### src/rtl/instruction_fetch.sv
// instruction_fetch: fetch stage directly upstream of decode.
// Holds the fetch PC and keeps at most one req/ack fetch outstanding. Fetched words
// are buffered in a DEPTH-entry queue that feeds the IF/ID register. Any fetch that
// is in flight when a redirect arrives is marked as dropped, and its data is discarded.
// Optional feature macro: FETCH_BYPASS_EN. When it is defined, an ack that arrives while
// the queue is empty and decode is not stalled loads IF/ID directly, one cycle earlier.
module instruction_fetch #(
    parameter logic [31:0] RESET_PC = 32'h0000_0000,
    parameter int unsigned DEPTH    = 2
) (
    input  logic        clk,
    input  logic        rst,
    output logic        imem_req,
    output logic [31:0] imem_addr,
    input  logic        imem_ack,
    input  logic [31:0] imem_rdata,
    input  logic        redirect_valid,
    input  logic [31:0] redirect_pc,
    input  logic        stall_D,
    output logic [31:0] Instruction_D,
    output logic [31:0] PC_D,
    output logic        valid_D
);
    localparam int unsigned AW = (DEPTH > 1) ? $clog2(DEPTH) : 1;
    localparam int unsigned CW = AW + 1;

    // Fetch control state; req_r doubles as the "one request outstanding" flag.
    logic [31:0]   fetch_pc_r;
    logic          req_r;
    logic [31:0]   addr_r;
    logic          drop_r;

    // Fetch queue.
    logic [31:0]   q_instr_r [DEPTH];
    logic [31:0]   q_pc_r    [DEPTH];
    logic [AW-1:0] head_r;
    logic [AW-1:0] tail_r;
    logic [CW-1:0] count_r;

    // IF/ID register.
    logic [31:0]   instr_d_r;
    logic [31:0]   pc_d_r;
    logic          valid_d_r;

    // Next-state helpers.
    logic          ack_fire_s;
    logic          accept_s;
    logic          bypass_s;
    logic          push_s;
    logic          pop_s;
    logic          still_waiting_s;
    logic [CW-1:0] count_next_s;
    logic [31:0]   fetch_pc_next_s;
    logic          req_next_s;
    logic [31:0]   addr_next_s;
    logic          drop_next_s;
    logic          unused_redirect_lsb_s;

    // The low two bits of the redirect target are forced to zero, so they are never read.
    assign unused_redirect_lsb_s = ^redirect_pc[1:0];

    // Decide what happens to the in-flight fetch, the queue and the next request.
    always_comb begin
        ack_fire_s      = req_r & imem_ack;
        // Keep the ack data only if the fetch is not stale and no redirect is flushing it.
        accept_s        = ack_fire_s & ~drop_r & ~redirect_valid;
`ifdef FETCH_BYPASS_EN
        bypass_s        = accept_s & (count_r == {CW{1'b0}}) & ~stall_D;
`else
        bypass_s        = 1'b0;
`endif
        push_s          = accept_s & ~bypass_s;
        pop_s           = ~redirect_valid & ~stall_D & (count_r != {CW{1'b0}});
        still_waiting_s = req_r & ~imem_ack;
        // The dropped mark stays on the pending request until its own ack arrives.
        drop_next_s     = still_waiting_s & (drop_r | redirect_valid);

        count_next_s    = count_r;
        fetch_pc_next_s = fetch_pc_r;
        if (redirect_valid) begin
            count_next_s    = {CW{1'b0}};
            fetch_pc_next_s = {redirect_pc[31:2], 2'b00};
        end else begin
            count_next_s = count_r + CW'(push_s) - CW'(pop_s);
            if (accept_s) begin
                fetch_pc_next_s = fetch_pc_r + 32'd4;
            end else begin
                fetch_pc_next_s = fetch_pc_r;
            end
        end

        // A pending request keeps its address. Otherwise, issue a new request when a
        // queue slot is free to receive its data.
        req_next_s  = 1'b0;
        addr_next_s = addr_r;
        if (still_waiting_s) begin
            req_next_s  = 1'b1;
            addr_next_s = addr_r;
        end else begin
            req_next_s  = (count_next_s < CW'(DEPTH));
            addr_next_s = fetch_pc_next_s;
        end
    end

    // Fetch PC, request handshake and stale-fetch tracking.
    always_ff @(posedge clk) begin
        if (rst) begin
            fetch_pc_r <= RESET_PC;
            req_r      <= 1'b0;
            addr_r     <= RESET_PC;
            drop_r     <= 1'b0;
        end else begin
            fetch_pc_r <= fetch_pc_next_s;
            req_r      <= req_next_s;
            addr_r     <= addr_next_s;
            drop_r     <= drop_next_s;
        end
    end

    // Queue storage: write each accepted word at the tail, together with its address.
    always_ff @(posedge clk) begin
        if (push_s) begin
            q_instr_r[tail_r] <= imem_rdata;
            q_pc_r[tail_r]    <= addr_r;
        end
    end

    // Queue pointers and occupancy; a redirect empties the queue.
    always_ff @(posedge clk) begin
        if (rst || redirect_valid) begin
            head_r  <= {AW{1'b0}};
            tail_r  <= {AW{1'b0}};
            count_r <= {CW{1'b0}};
        end else begin
            if (push_s) begin
                tail_r <= tail_r + AW'(1'b1);
            end
            if (pop_s) begin
                head_r <= head_r + AW'(1'b1);
            end
            count_r <= count_next_s;
        end
    end

    // IF/ID register: redirect flush, then stall hold, then queue pop or bypass.
    always_ff @(posedge clk) begin
        if (rst) begin
            instr_d_r <= 32'h0000_0000;
            pc_d_r    <= 32'h0000_0000;
            valid_d_r <= 1'b0;
        end else if (redirect_valid) begin
            instr_d_r <= 32'h0000_0000;
            valid_d_r <= 1'b0;
        end else if (stall_D) begin
            instr_d_r <= instr_d_r;
            pc_d_r    <= pc_d_r;
            valid_d_r <= valid_d_r;
        end else if (count_r != {CW{1'b0}}) begin
            instr_d_r <= q_instr_r[head_r];
            pc_d_r    <= q_pc_r[head_r];
            valid_d_r <= 1'b1;
        end else if (bypass_s) begin
            instr_d_r <= imem_rdata;
            pc_d_r    <= addr_r;
            valid_d_r <= 1'b1;
        end else begin
            instr_d_r <= 32'h0000_0000;
            valid_d_r <= 1'b0;
        end
    end

    assign imem_req      = req_r;
    assign imem_addr     = addr_r;
    assign Instruction_D = instr_d_r;
    assign PC_D          = pc_d_r;
    assign valid_D       = valid_d_r;

endmodule

### config.mk
export PLATFORM = sky130hd
export DESIGN_NAME = instruction_fetch
export DESIGN_NICKNAME = d
export VERILOG_FILES = /design/src/rtl/instruction_fetch.sv
export SDC_FILE = /design/constraint.sdc
export NUM_CORES = 1
export LEC_CHECK = 0
export ABC_AREA = 0
export CAP_MARGIN = 40
export CORE_MARGIN = 5
export CORE_UTILIZATION = 55
export DETAILED_ROUTE_END_ITERATION = 12
export GPL_TIMING_DRIVEN = 0
export PLACE_DENSITY = 0.82
export SYNTH_ARGS = -nofsm -noshare
export SYNTH_HDL_FRONTEND = slang
export SYNTH_SLANG_ARGS = --single-unit
### constraint.sdc
create_clock -name clk -period 13.15 [get_ports clk]
set_clock_uncertainty 0.05 [all_clocks]
set_input_delay 1.9725 -clock clk [delete_from_list [all_inputs] [get_ports clk]]
set_output_delay 1.9725 -clock clk [all_outputs]
set_load 0.02 [all_outputs]
======== Yosys cells after proc, flatten, opt, wreduce, memory -nomap -nowiden ========
Memory sizes are Yosys's and may differ from the RTL's. A register that Yosys moved wholly into a read port is not among the register bits.
Cells that the tools add are included.
word-level totals
  register bits after elaboration ......... 103
  bits in latches ......................... 0
  bits in writable memories ............... 128
  ROM bits ................................ 0
  output and inout bits ................... 98
  memories kept ........................... 2
cells by class
  $add $sub $neg .......................... 5
  multipliers ............................. 0
  div/mod/pow operators ................... 0
  $lt $le $gt $ge ......................... 1
  equality and inequality tests ........... 0
  shift operators ......................... 0
  mux-type cells .......................... 10
  bitwise logic cells ..................... 12
  reduce and logical (&&, ||, !) cells .... 4
memory list
  memory     words  width  rd ports  clocked after memory_dff  write ports  line  text
  q_instr_r  2      32     1         1                         1            34    logic [31:0] q_instr_r [DEPTH];
  q_pc_r     2      32     1         1                         1            35    logic [31:0] q_pc_r [DEPTH];
operators with widths
  kind                                                              count
  32-bit two-way mux                                                3
  32-bit by 3-bit adder with 32-bit output (second input constant)  1
  1-bit AND                                                         7
  1-bit two-way mux                                                 6
  1-bit NOT                                                         4
  3-bit AND reduction                                               1
  1-bit adder (second input constant)                               2
  2-bit by 1-bit adder with 2-bit output                            1
  2-bit less-than comparator (second input constant)                1
  2-bit two-way mux                                                 1
  2-bit nonzero test                                                1
  2-bit OR reduction                                                1
  2-bit by 1-bit subtractor with 2-bit output                       1
  1-bit logical OR                                                  1
  1-bit OR                                                          1

======== Depth between registers and ports, before layout ========
Gate-level depths: netlist of run 1.
  depth after elaboration ................. 8
  gate-level depth with buffers ........... 10
  depth with buffers taken out ............ 8

======== Worst setup path after synthesis of run 1 ========
No wires, ideal clock.
  kind .................................... input to register
  from .................................... input redirect_valid
  to ...................................... memory q_instr_r[0][0], enable pin
  library setup time ...................... 0.487 ns
  arrival time ............................ 5.246 ns
  required time ........................... 12.613 ns
  setup slack ............................. 7.368 ns
  stages .................................. 4
  path buffers ............................ 1
  path through ............................ and4bb_2 inv_2 clkbuf_1 nor2_1
on the way
  word-level cells in the longest chain between the ends .. 4
RTL lines
  item                                     line  text
  from (decl)                              17    input logic redirect_valid,
  1-bit NOT (no source line)               -
  1-bit AND                                66    accept_s = ack_fire_s & ~drop_r & ~redirect_valid;
  1-bit two-way mux                        122   if (push_s) begin
  1-bit two-way mux (implied by the code)  123   q_instr_r[tail_r] <= imem_rdata;
  to (decl)                                34
Every way passes these cells.

======== Worst setup path in the final report of run 1 ========
  from .................................... input redirect_valid
  to ...................................... register req_r, in the netlist imem_req
on the way
  word-level cells in the longest chain between the ends .. 7
  elaborated cells between the ends (all ways) .. 9
RTL lines
  item                                                                        line    text
  1-bit NOT (no source line)                                                  -
  1-bit AND, on equally long branches                                         66, 73
  2-bit by 1-bit adder with 2-bit output / 1-bit AND (equally long branches)  84, 73
  2-bit by 1-bit subtractor with 2-bit output                                 84      count_next_s = count_r + CW'(push_s) - CW'(pop_s);
  2-bit two-way mux *                                                         80      if (redirect_valid) begin
  2-bit less-than comparator *                                                100     req_next_s = (count_next_s < CW'(DEPTH));
  1-bit two-way mux *                                                         96      if (still_waiting_s) begin
  to (signal assigned)                                                        114     req_r <= req_next_s;
  to (decl)                                                                   29      logic req_r;
Mark *: on every way between the ends. The rest lies on a longest branch, timed or not.
A chain may end at the register's enable or synchronous reset.

==> results.json, run 1 <==
{
  "outcome": "complete, no violations",
  "setup_violations": 0,
  "crit_slowest_cell": "clkbuf_1",
  "yosysWarnings": 0,
  "ir_drop_v": 0.0001175,
  "via_per_inst": 5.825,
  "synth_nets": 890,
  "finalMaxSlewViolations": 0,
  "synth_edf_count": 128,
  "synthMuxAreaShare_pct": 7.324,
  "path_common_cell": "clkbuf_1",
  "path_max_fanout": 10,
  "path_depth": 11,
  "n_fill_cell": 1276,
  "yosysSeqAreaShare_pct": 65.71,
  "cts_buffers": 27,
  "layout-drive-gt1-share_pct": 8.124,
  "crit_path_cell_trace": "clkdlybuf4s50_1, clkbuf_1, nor3_1, clkbuf_1, clkbuf_1, ha_1, inv_1, ha_1, xnor2_1, xnor2_1, a21oi_1",
  "clk_latency_ns": 0.53,
  "hold_viol": 0,
  "place_hpwl_um": 18420,
  "combPwrFrac_pct": 6.8,
  "drtIter0Drc": 463,
  "required_ns": 13.49,
  "max_freq_mhz": 215.6,
  "netlist_instances": 818,
  "multi_input_area_um2": 3203,
  "cts_buffer_depth": 3,
  "synth_most_common_cell": "dfxtp_1",
  "synthTopCellsByCount": "dfxtp_1 (136), edfxtp_1 (128), nor2_1 (99)",
  "root_buffer": "clkbuf_16",
  "ff_latch_area_um2": 6566,
  "synth_xor_area_share_pct": 1.139,
  "hold_depth": 1,
  "p_leak_nw": 4.233,
  "cts_sinks": 264,
  "n_antenna_cell": 0,
  "drc": 0,
  "die_w_um": 144.8,
  "portBuffers": 162,
  "critPathTopFamily": "buffers and inverters",
  "clkPwrFrac_pct": 41.0,
  "ys_seq_elements": 264,
  "worst_pin_slew_ns": 0.8529,
  "synthDistinctLibCells": 53,
  "synthAdderAreaFrac_pct": 0.3756,
  "firstDrtPassIters": 7,
  "p_seq_share_pct": 52.2,
  "synth_flop_cell": "dfxtp_1",
  "avgRoutedWirePerCell_um": 20.70,
  "grt_antenna_before_repair": 0,
  "gp_congestion": 0.9800,
  "cts_tree": "done",
  "fin_total_pwr_mw": 1.726,
  "num_rows": 49,
  "overflow": 0,
  "holdBufCountCts": 0,
  "hold_class": "flop to flop",
  "synth.area.top_cells": "edfxtp_1 (38%), dfxtp_1 (27%), nor2_1 (3.7%)",
  "grt_use_total_pct": 24.56,
  "grt_start_max_net_pins": 52,
  "tns_ns": 0,
  "slew_headroom_pct": 43.14,
  "die-area_um2": 20970,
  "maxCapViolations": 0,
  "endpoint_kind": "flop",
  "r2r.worst_path.cells": 10,
  "synth-simple-area-share_pct": 12.09,
  "worstPathArrival_ns": 4.98,
  "avgSynthCellArea_um2": 12.22,
  "fp.dieH_um": 144.8,
  "cts_resized": 0,
  "synth_top_family_by_area": "simple AND/OR/NAND/NOR gates",
  "switching_share_pct": 22.25,
  "yosys.area.top_type": "edfxtp_1",
  "via_count": 7357,
  "async_flop_share_pct": 0,
  "critical_path_class": "primary input to flop",
  "grt_pass1_wl_um": 40120,
  "power.density_nw_per_um2": 134.7,
  "nets": 1085,
  "pin_count": 167,
  "synth_compound_area_share_pct": 11.02,
  "path_buf_inv": 5,
  "path_clk_slew_ns": 0.06,
  "synth_area_um2": 9993,
  "area_growth_pct": 28.25,
  "yosysTopAreaCellShare_pct": 38.46,
  "start_kind": "primary input",
  "period_share_pct": 35.27,
  "htree_levels": 1,
  "rsz0062_at_grt": "false",
  "wl_um": 26140,
  "cts_setup_buffers": 0,
  "switching_power_uw": 384.1,
  "internal_power_mw": 1.342,
  "initial_utilization_pct": 55.82,
  "grt_pass1_vias": 7398,
  "antenna_left": 0,
  "cpPeakStageDelay_ns": 0.50,
  "period_needed_ns": 4.638,
  "core_um2": 17900
}
==> logic make-up (layout without fill, tap and decap cells) <==
logic type	after synthesis	after routing
adder cells (fa/ha/maj)	3	3
AND/OR/NAND/NOR	253	253
flip-flops	264	264
buffers and inverters	62	278
AO/OA/AOI/OAI	154	154
XOR/XNOR	13	13
multiplexers	69	69
==> state kept, by name, indices dropped and copies added (netlist names), named ones only <==
name           count
tail_r             1
q_pc_r            64
valid_D            1
PC_D              32
head_r             1
imem_addr         32
fetch_pc_r        32
count_r            2
q_instr_r         64
imem_req           1
drop_r             1
Instruction_D     32
==> cell usage in the layout, fill, tap and decap left out, types with 20 or more instances in the layout <==
cell type | Yosys | routed
o21ai_0 | 20 | 20
a211oi_1 | 42 | 42
clkdlybuf4s50_1 | 0 | 162
mux2i_1 | 36 | 36
mux2_2 | 32 | 32
a22oi_1 | 32 | 32
nand3_1 | 20 | 20
nand2_1 | 50 | 50
dfxtp_1 | 136 | 136
clkbuf_1 | 45 | 51
clkbuf_16 | 0 | 27
edfxtp_1 | 128 | 128
nor2_1 | 99 | 98
==> layer usage <==
metal	part of all wire, %	track usage [%]	vias to the layer above
met2	48	41.89	320
met3	8.0	4.009	47
met5	0	0	-
met4	1.8	5.842	0
li1	-	-	3432
met1	42	33.17	3558
==> power by group through the flow <==
stage	sequential [mW]	clock [mW]	combinational, mW
final	0.901	0.708	0.117
after global routing	0.903	0.754	0.125
after CTS	0.901	0.717	0.116
after detailed placement	0.918	0	0.116
after global placement	0.918	0	0.112
after floorplan	0.924	0	0.0467
==> metrics by stage <==
stage	cells	hold slack, ns	area, um2	utilization, %	setup WS (ns)
2_1_floorplan	818	0.3779	9993	-	7.368
3_3_place_gp	1209	0.3886	11900	66.48	5.029
3_5_place_dp	1213	0.3997	11990	66.96	8.015
4_1_cts	1263	0.4139	12820	71.59	8.538
5_1_grt	1263	0.4459	12820	71.59	8.311
6_report	1263	0.4211	12820	71.59	8.512
==> final timing paths <==
kind | startpoint | end | slack (ns)
worst min register to register | drop_r$_SDFF_PP0_ | drop_r$_SDFF_PP0_ | 0.42
worst max register to register | count_r[1]$_SDFF_PP0_ | imem_req$_SDFF_PP0_ | 10.43
worst min-delay path | drop_r$_SDFF_PP0_ | drop_r$_SDFF_PP0_ | 0.42
worst max-delay path | redirect_valid | imem_req$_SDFF_PP0_ | 8.51
==> layout make-up <==
| class | count | area share [%] |
|---|---|---|
| Inverter | 8 | 0.2343 |
| Clock inverter | 12 | 0.4881 |
| Clock buffer | 38 | 5.985 |
| Timing Repair Buffer | 166 | 13.24 |
| Sequential cell | 264 | 51.24 |
| Buffer | 54 | 1.591 |
| Tap cell | 229 | 2.236 |
| Multi-Input combinational cell | 492 | 24.99 |
Power figures use the tool's default switching activity.
==> run 2: changes to the inputs <==
- CORE_UTILIZATION: 55 -> 53
- PLACE_DENSITY: 0.82 -> 0.8
- clock period: 13.15 -> 4.7 ns (I/O delays scaled with it)
==> run 2 against run 1 <==
- cell area up 0.27%
- wire length down 0.82%
- sequential power rose to 2.8 times the previous value
- count of clock-buffer cells in the layout up 1
- critical path depth unchanged
- clock power rose to 2.9 times the previous value
- core utilization down 2.7 points
- non-clock buffer count unchanged
- first-iteration DRC count up 37%
- worst hold slack worse by 0.012 ns
- combinational power rose to 2.9 times the previous value
- largest cell class unchanged
- highest routed layer is now met5
==> results.json, run 2 (synthesis gave the netlist of run 1 again) <==
{
  "outcome": "complete, no violations",
  "via_count": 7340,
  "required_ns": 5.03,
  "nets": 1084,
  "crit_path_cell_trace": "clkdlybuf4s50_1, clkbuf_1, nor3_1, clkbuf_1, clkbuf_1, ha_1, inv_1, ha_1, xnor2_1, xnor2_1, a21oi_1",
  "portBuffers": 162,
  "post_dp_cell_area_um2": 12020,
  "cts_tree": "done",
  "tns_ns": 0,
  "grt_antenna_before_repair": 1,
  "start_kind": "primary input",
  "maxCapViolations": 0,
  "gp_congestion": 0.9539,
  "area_growth_pct": 28.60,
  "layout_commonest_cell": "clkdlybuf4s50_1",
  "busiest_layer": "met2",
  "initial_utilization_pct": 53.60,
  "drtIter0Drc": 636,
  "cts_sinks": 264,
  "cts_buffer_depth": 3,
  "htree_levels": 1,
  "wl_um": 25930,
  "path_common_cell": "clkbuf_1",
  "cts_setup_buffers": 0,
  "fin_area_um2": 12850,
  "use_met1_pct": 31.62,
  "final_cell_mix": "clkdlybuf4s50_1 (162), dfxtp_1 (136), edfxtp_1 (128)",
  "firstDrtPassIters": 8,
  "finalMaxSlewViolations": 0,
  "root_buffer": "clkbuf_16",
  "place_hpwl_um": 18070,
  "fp.dieH_um": 147.3,
  "period_needed_ns": 3.435,
  "grt_pass1_wl_um": 40190,
  "path_clk_slew_ns": 0.06,
  "antenna_left": 0,
  "grt_start_max_net_pins": 55,
  "worst_pin_slew_ns": 0.9406,
  "period_share_pct": 73.08,
  "die-area_um2": 21700,
  "hold_viol": 0,
  "p_leak_nw": 4.241,
  "grtUsageMet3_pct": 3.424,
  "path_max_fanout": 10,
  "hold_class": "flop to flop",
  "clk_latency_ns": 0.52,
  "power.density_nw_per_um2": 379.8,
  "endpoint_kind": "flop",
  "layout-drive-gt1-share_pct": 7.759,
  "n_antenna_cell": 0,
  "cpPeakStageDelay_ns": 0.49,
  "num_rows": 50,
  "worstPathArrival_ns": 3.76,
  "slew_headroom_pct": 37.06,
  "die_w_um": 147.3,
  "setup_violations": 0,
  "max_freq_mhz": 291.1,
  "reg_top3": "q_instr_r (64), q_pc_r (64)",
  "cts_resized": 0,
  "grt_pass1_vias": 7331,
  "avgRoutedWirePerCell_um": 20.50,
  "crit_slowest_cell": "clkbuf_1",
  "cts_buffers": 26,
  "pin_count": 167,
  "rsz0062_at_grt": "false",
  "critical_path_class": "primary input to flop",
  "ir_drop_v": 0.0002452,
  "gr-usage-met2_pct": 38.99,
  "drc": 0,
  "overflow": 0,
  "core_um2": 18640,
  "grt_use_total_pct": 23.19,
  "via_per_inst": 5.802,
  "holdBufCountCts": 0
}
[run 2: changes by cell type in the layout (fill, tap and decap cells not counted), sizes merged]
cell      previous run  this run
clkinv              10         6
bufinv               0         2
inv                  9         8
clkbuf              83        84
clkinvlp             1         0
[run 2: final timing paths]
check | startpoint | end | slack, ns | depth (start not counted)
max reg2reg | count_r[0]$_SDFF_PP0_ | imem_req$_SDFF_PP0_ | 1.94 | 10
max | redirect_valid | imem_req$_SDFF_PP0_ | 1.27 | 11
min | drop_r$_SDFF_PP0_ | drop_r$_SDFF_PP0_ | 0.41 | 1
min reg2reg | drop_r$_SDFF_PP0_ | drop_r$_SDFF_PP0_ | 0.41 | 1
[run 2: metrics by stage]
stage	instances	hold slack (ns)	setup slack (ns)	power (mW)	utilization [%]
2_1_floorplan	818	0.3779	0.1852	2.715	-
3_3_place_gp	1214	0.3891	-2.191	2.886	63.87
3_5_place_dp	1218	0.3971	0.8160	2.897	64.48
4_1_cts	1265	0.4117	1.296	4.897	68.93
5_1_grt	1265	0.4198	1.042	5.032	68.93
6_report	1265	0.4095	1.265	4.880	68.93
[run 2: power breakdown]
part	total (mW)	switching, mW	internal [mW]	leakage, nW
sequential	2.52	0.0478	2.47	2.31
combinational	0.334	0.184	0.150	1.52
clock	2.03	0.831	1.20	0.411
total	4.88	1.06	3.82	4.24
[run 2: layout make-up]
class | count | area, um2
flip-flops and latches | 264 | 6566
fillers | 1371 | 5792
multi-input cells | 492 | 3203
repair buffers | 166 | 1724
clock buffers | 39 | 740.7
well taps | 234 | 292.8
plain buffers | 54 | 203.9
clock inverters | 8 | 90.09
inverters | 8 | 30.03
[run 2: per-layer routing]
metal  wire length (um)  vias up
met5                 13        -
met4                614        2
met3               1846       58
met2              12540      321
met1              10910     3528
li1                   -     3431
[run 2: critical path: cells and delay by family]
kind	cells	cell delay, ns
XOR/XNOR	2	0.34
adder cells (fa/ha/maj)	2	0.50
AO/OA/AOI/OAI	1	0.11
AND/OR/NAND/NOR	1	0.33
buffers and inverters	5	1.78
==> run 3: changes to the inputs <==
- clock period: 4.7 -> 3.35 ns (I/O delays scaled with it)
==> run 3 against run 2 <==
- cell area about the same
- largest power group unchanged
- count of clock-buffer cells in the layout shrank 3
- cell count about the same
- critical path depth stayed put
- wire length decreased by 2.9%
- sequential share of layout area is essentially flat
- sequential cell count stayed put
==> results.json, run 3 (synthesis gave the netlist of run 1 again) <==
{
  "drtIter0Drc": 618,
  "via_per_inst": 5.700,
  "core_um2": 18640,
  "avgRoutedWirePerCell_um": 19.89,
  "p_seq_share_pct": 52.6,
  "grt_pass1_wl_um": 39020,
  "start_kind": "primary input",
  "worstPathArrival_ns": 3.46,
  "place_hpwl_um": 17830,
  "grt_antenna_before_repair": 0,
  "drc": 0,
  "switching_power_mw": 1.482,
  "num_rows": 50,
  "ir_drop_v": 0.0004166,
  "place_ws_ns": -0.3028,
  "die-area_um2": 21700,
  "worst_pin_slew_ns": 0.7982,
  "cts_buffer_depth": 3,
  "finalMaxSlewViolations": 0,
  "combPwrFrac_pct": 6.9,
  "path_clk_slew_ns": 0.06,
  "nets": 1085,
  "firstDrtPassIters": 5,
  "fin_total_pwr_mw": 6.720,
  "internal_power_mw": 5.238,
  "fin_ws_ns": 0.2193,
  "power.density_nw_per_um2": 523.2,
  "clk_latency_ns": 0.52,
  "max_freq_mhz": 319.4,
  "endpoint_kind": "flop",
  "outcome": "complete, no violations",
  "antenna_left": 0,
  "switching_share_pct": 22.05,
  "layout_commonest_cell": "clkdlybuf4s50_1",
  "maxCapViolations": 0,
  "hold_class": "flop to flop",
  "cts_resized": 0,
  "pin_count": 167,
  "die_w_um": 147.3,
  "root_buffer": "clkbuf_16",
  "cts_tree": "done",
  "fp.dieH_um": 147.3,
  "period_share_pct": 93.45,
  "grt_start_max_net_pins": 45,
  "gp_congestion": 0.9421,
  "grt_use_total_pct": 22.48,
  "path_max_fanout": 10,
  "layout-drive-gt1-share_pct": 8.043,
  "p_leak_nw": 4.231,
  "n_antenna_cell": 0,
  "rsz0062_at_grt": "false",
  "cts_sinks": 264,
  "portBuffers": 162,
  "holdBufCountCts": 0,
  "via_count": 7216,
  "hold_viol": 0,
  "initial_utilization_pct": 53.60,
  "area_growth_pct": 28.52,
  "critical_path_class": "primary input to flop",
  "period_needed_ns": 3.131,
  "slew_headroom_pct": 46.79,
  "htree_levels": 1,
  "required_ns": 3.68,
  "setup_violations": 0,
  "wl_um": 25180,
  "grt_pass1_vias": 7200,
  "final_cell_mix": "clkdlybuf4s50_1 (162), dfxtp_1 (136), edfxtp_1 (128)",
  "r2r_slack_ns": 0.61,
  "clkPwrFrac_pct": 40.5,
  "cts_setup_buffers": 0,
  "reg_top3": "q_instr_r (64), q_pc_r (64)",
  "cts_buffers": 26,
  "overflow": 0
}
run 3: changes by cell type in the layout (fill, tap and decap cells not counted):
cell / before / now
bufinv_16: 2 / 0
buf_4: 0 / 1
clkbuf_1: 55 / 50
clkbuf_8: 2 / 4
buf_12: 1 / 0
clkinv_1: 0 / 3
clkinvlp_4: 0 / 3
buf_16: 3 / 4
clkinv_2: 6 / 5
run 3: power groups by stage:
stage / clock (mW) / sequential, mW / combinational [mW]
after global placement: 0 / 3.60 / 0.445
after detailed placement: 0 / 3.60 / 0.461
after CTS: 2.75 / 3.53 / 0.465
final: 2.72 / 3.54 / 0.466
after global routing: 2.90 / 3.54 / 0.499
after floorplan: 0 / 3.62 / 0.183
run 3: final timing paths:
| kind | from | endpoint | cells past startpoint |
|---|---|---|---|
| setup reg to reg | count_r[1]$_SDFF_PP0_ | imem_req$_SDFF_PP0_ | 10 |
| setup / recovery | redirect_valid | imem_req$_SDFF_PP0_ | 11 |
| hold / removal | drop_r$_SDFF_PP0_ | drop_r$_SDFF_PP0_ | 1 |
| hold reg to reg | drop_r$_SDFF_PP0_ | drop_r$_SDFF_PP0_ | 1 |
run 3: worst max-delay path, cell delays in order:
cell             delay, ns
clkdlybuf4s50_1       0.44
clkbuf_1              0.28
nor3_1                0.28
clkbuf_1              0.44
clkbuf_1              0.49
ha_1                  0.33
inv_1                 0.06
ha_1                  0.15
xnor2_1               0.09
xnor2_1               0.27
a21oi_1               0.11
run 3: final cells by class:
| type | instances | area [um2] |
|---|---|---|
| clock inverters | 11 | 58.81 |
| well taps | 234 | 292.8 |
| inverters | 8 | 30.03 |
| plain buffers | 54 | 203.9 |
| multi-input cells | 492 | 3203 |
| flip-flops and latches | 264 | 6566 |
| repair buffers | 167 | 1739 |
| clock buffers | 36 | 749.5 |
| fillers | 1363 | 5799 |
run 3: per-layer routing:
metal  GRT usage, %  wire [um]  share of wire, %
met3          4.195       1915               7.6
met2          38.34      12290                49
met5              0          0                 0
met1          29.80      10530                42
met4          5.825        439               1.7
run 3: per-stage QoR:
| stage | instances | setup TNS [ns] | area [um2] | utilization, % | hold slack [ns] |
|---|---|---|---|---|---|
| floorplan | 818 | 0 | 9996 | - | 0.3779 |
| global placement | 1214 | -195.51 | 11910 | 63.89 | 0.3890 |
| detailed placement | 1218 | -0.5948 | 12030 | 64.52 | 0.3930 |
| CTS | 1265 | 0 | 12840 | 68.85 | 0.4125 |
| global route | 1266 | 0 | 12840 | 68.89 | 0.4413 |
| finish | 1266 | 0 | 12840 | 68.89 | 0.4119 |
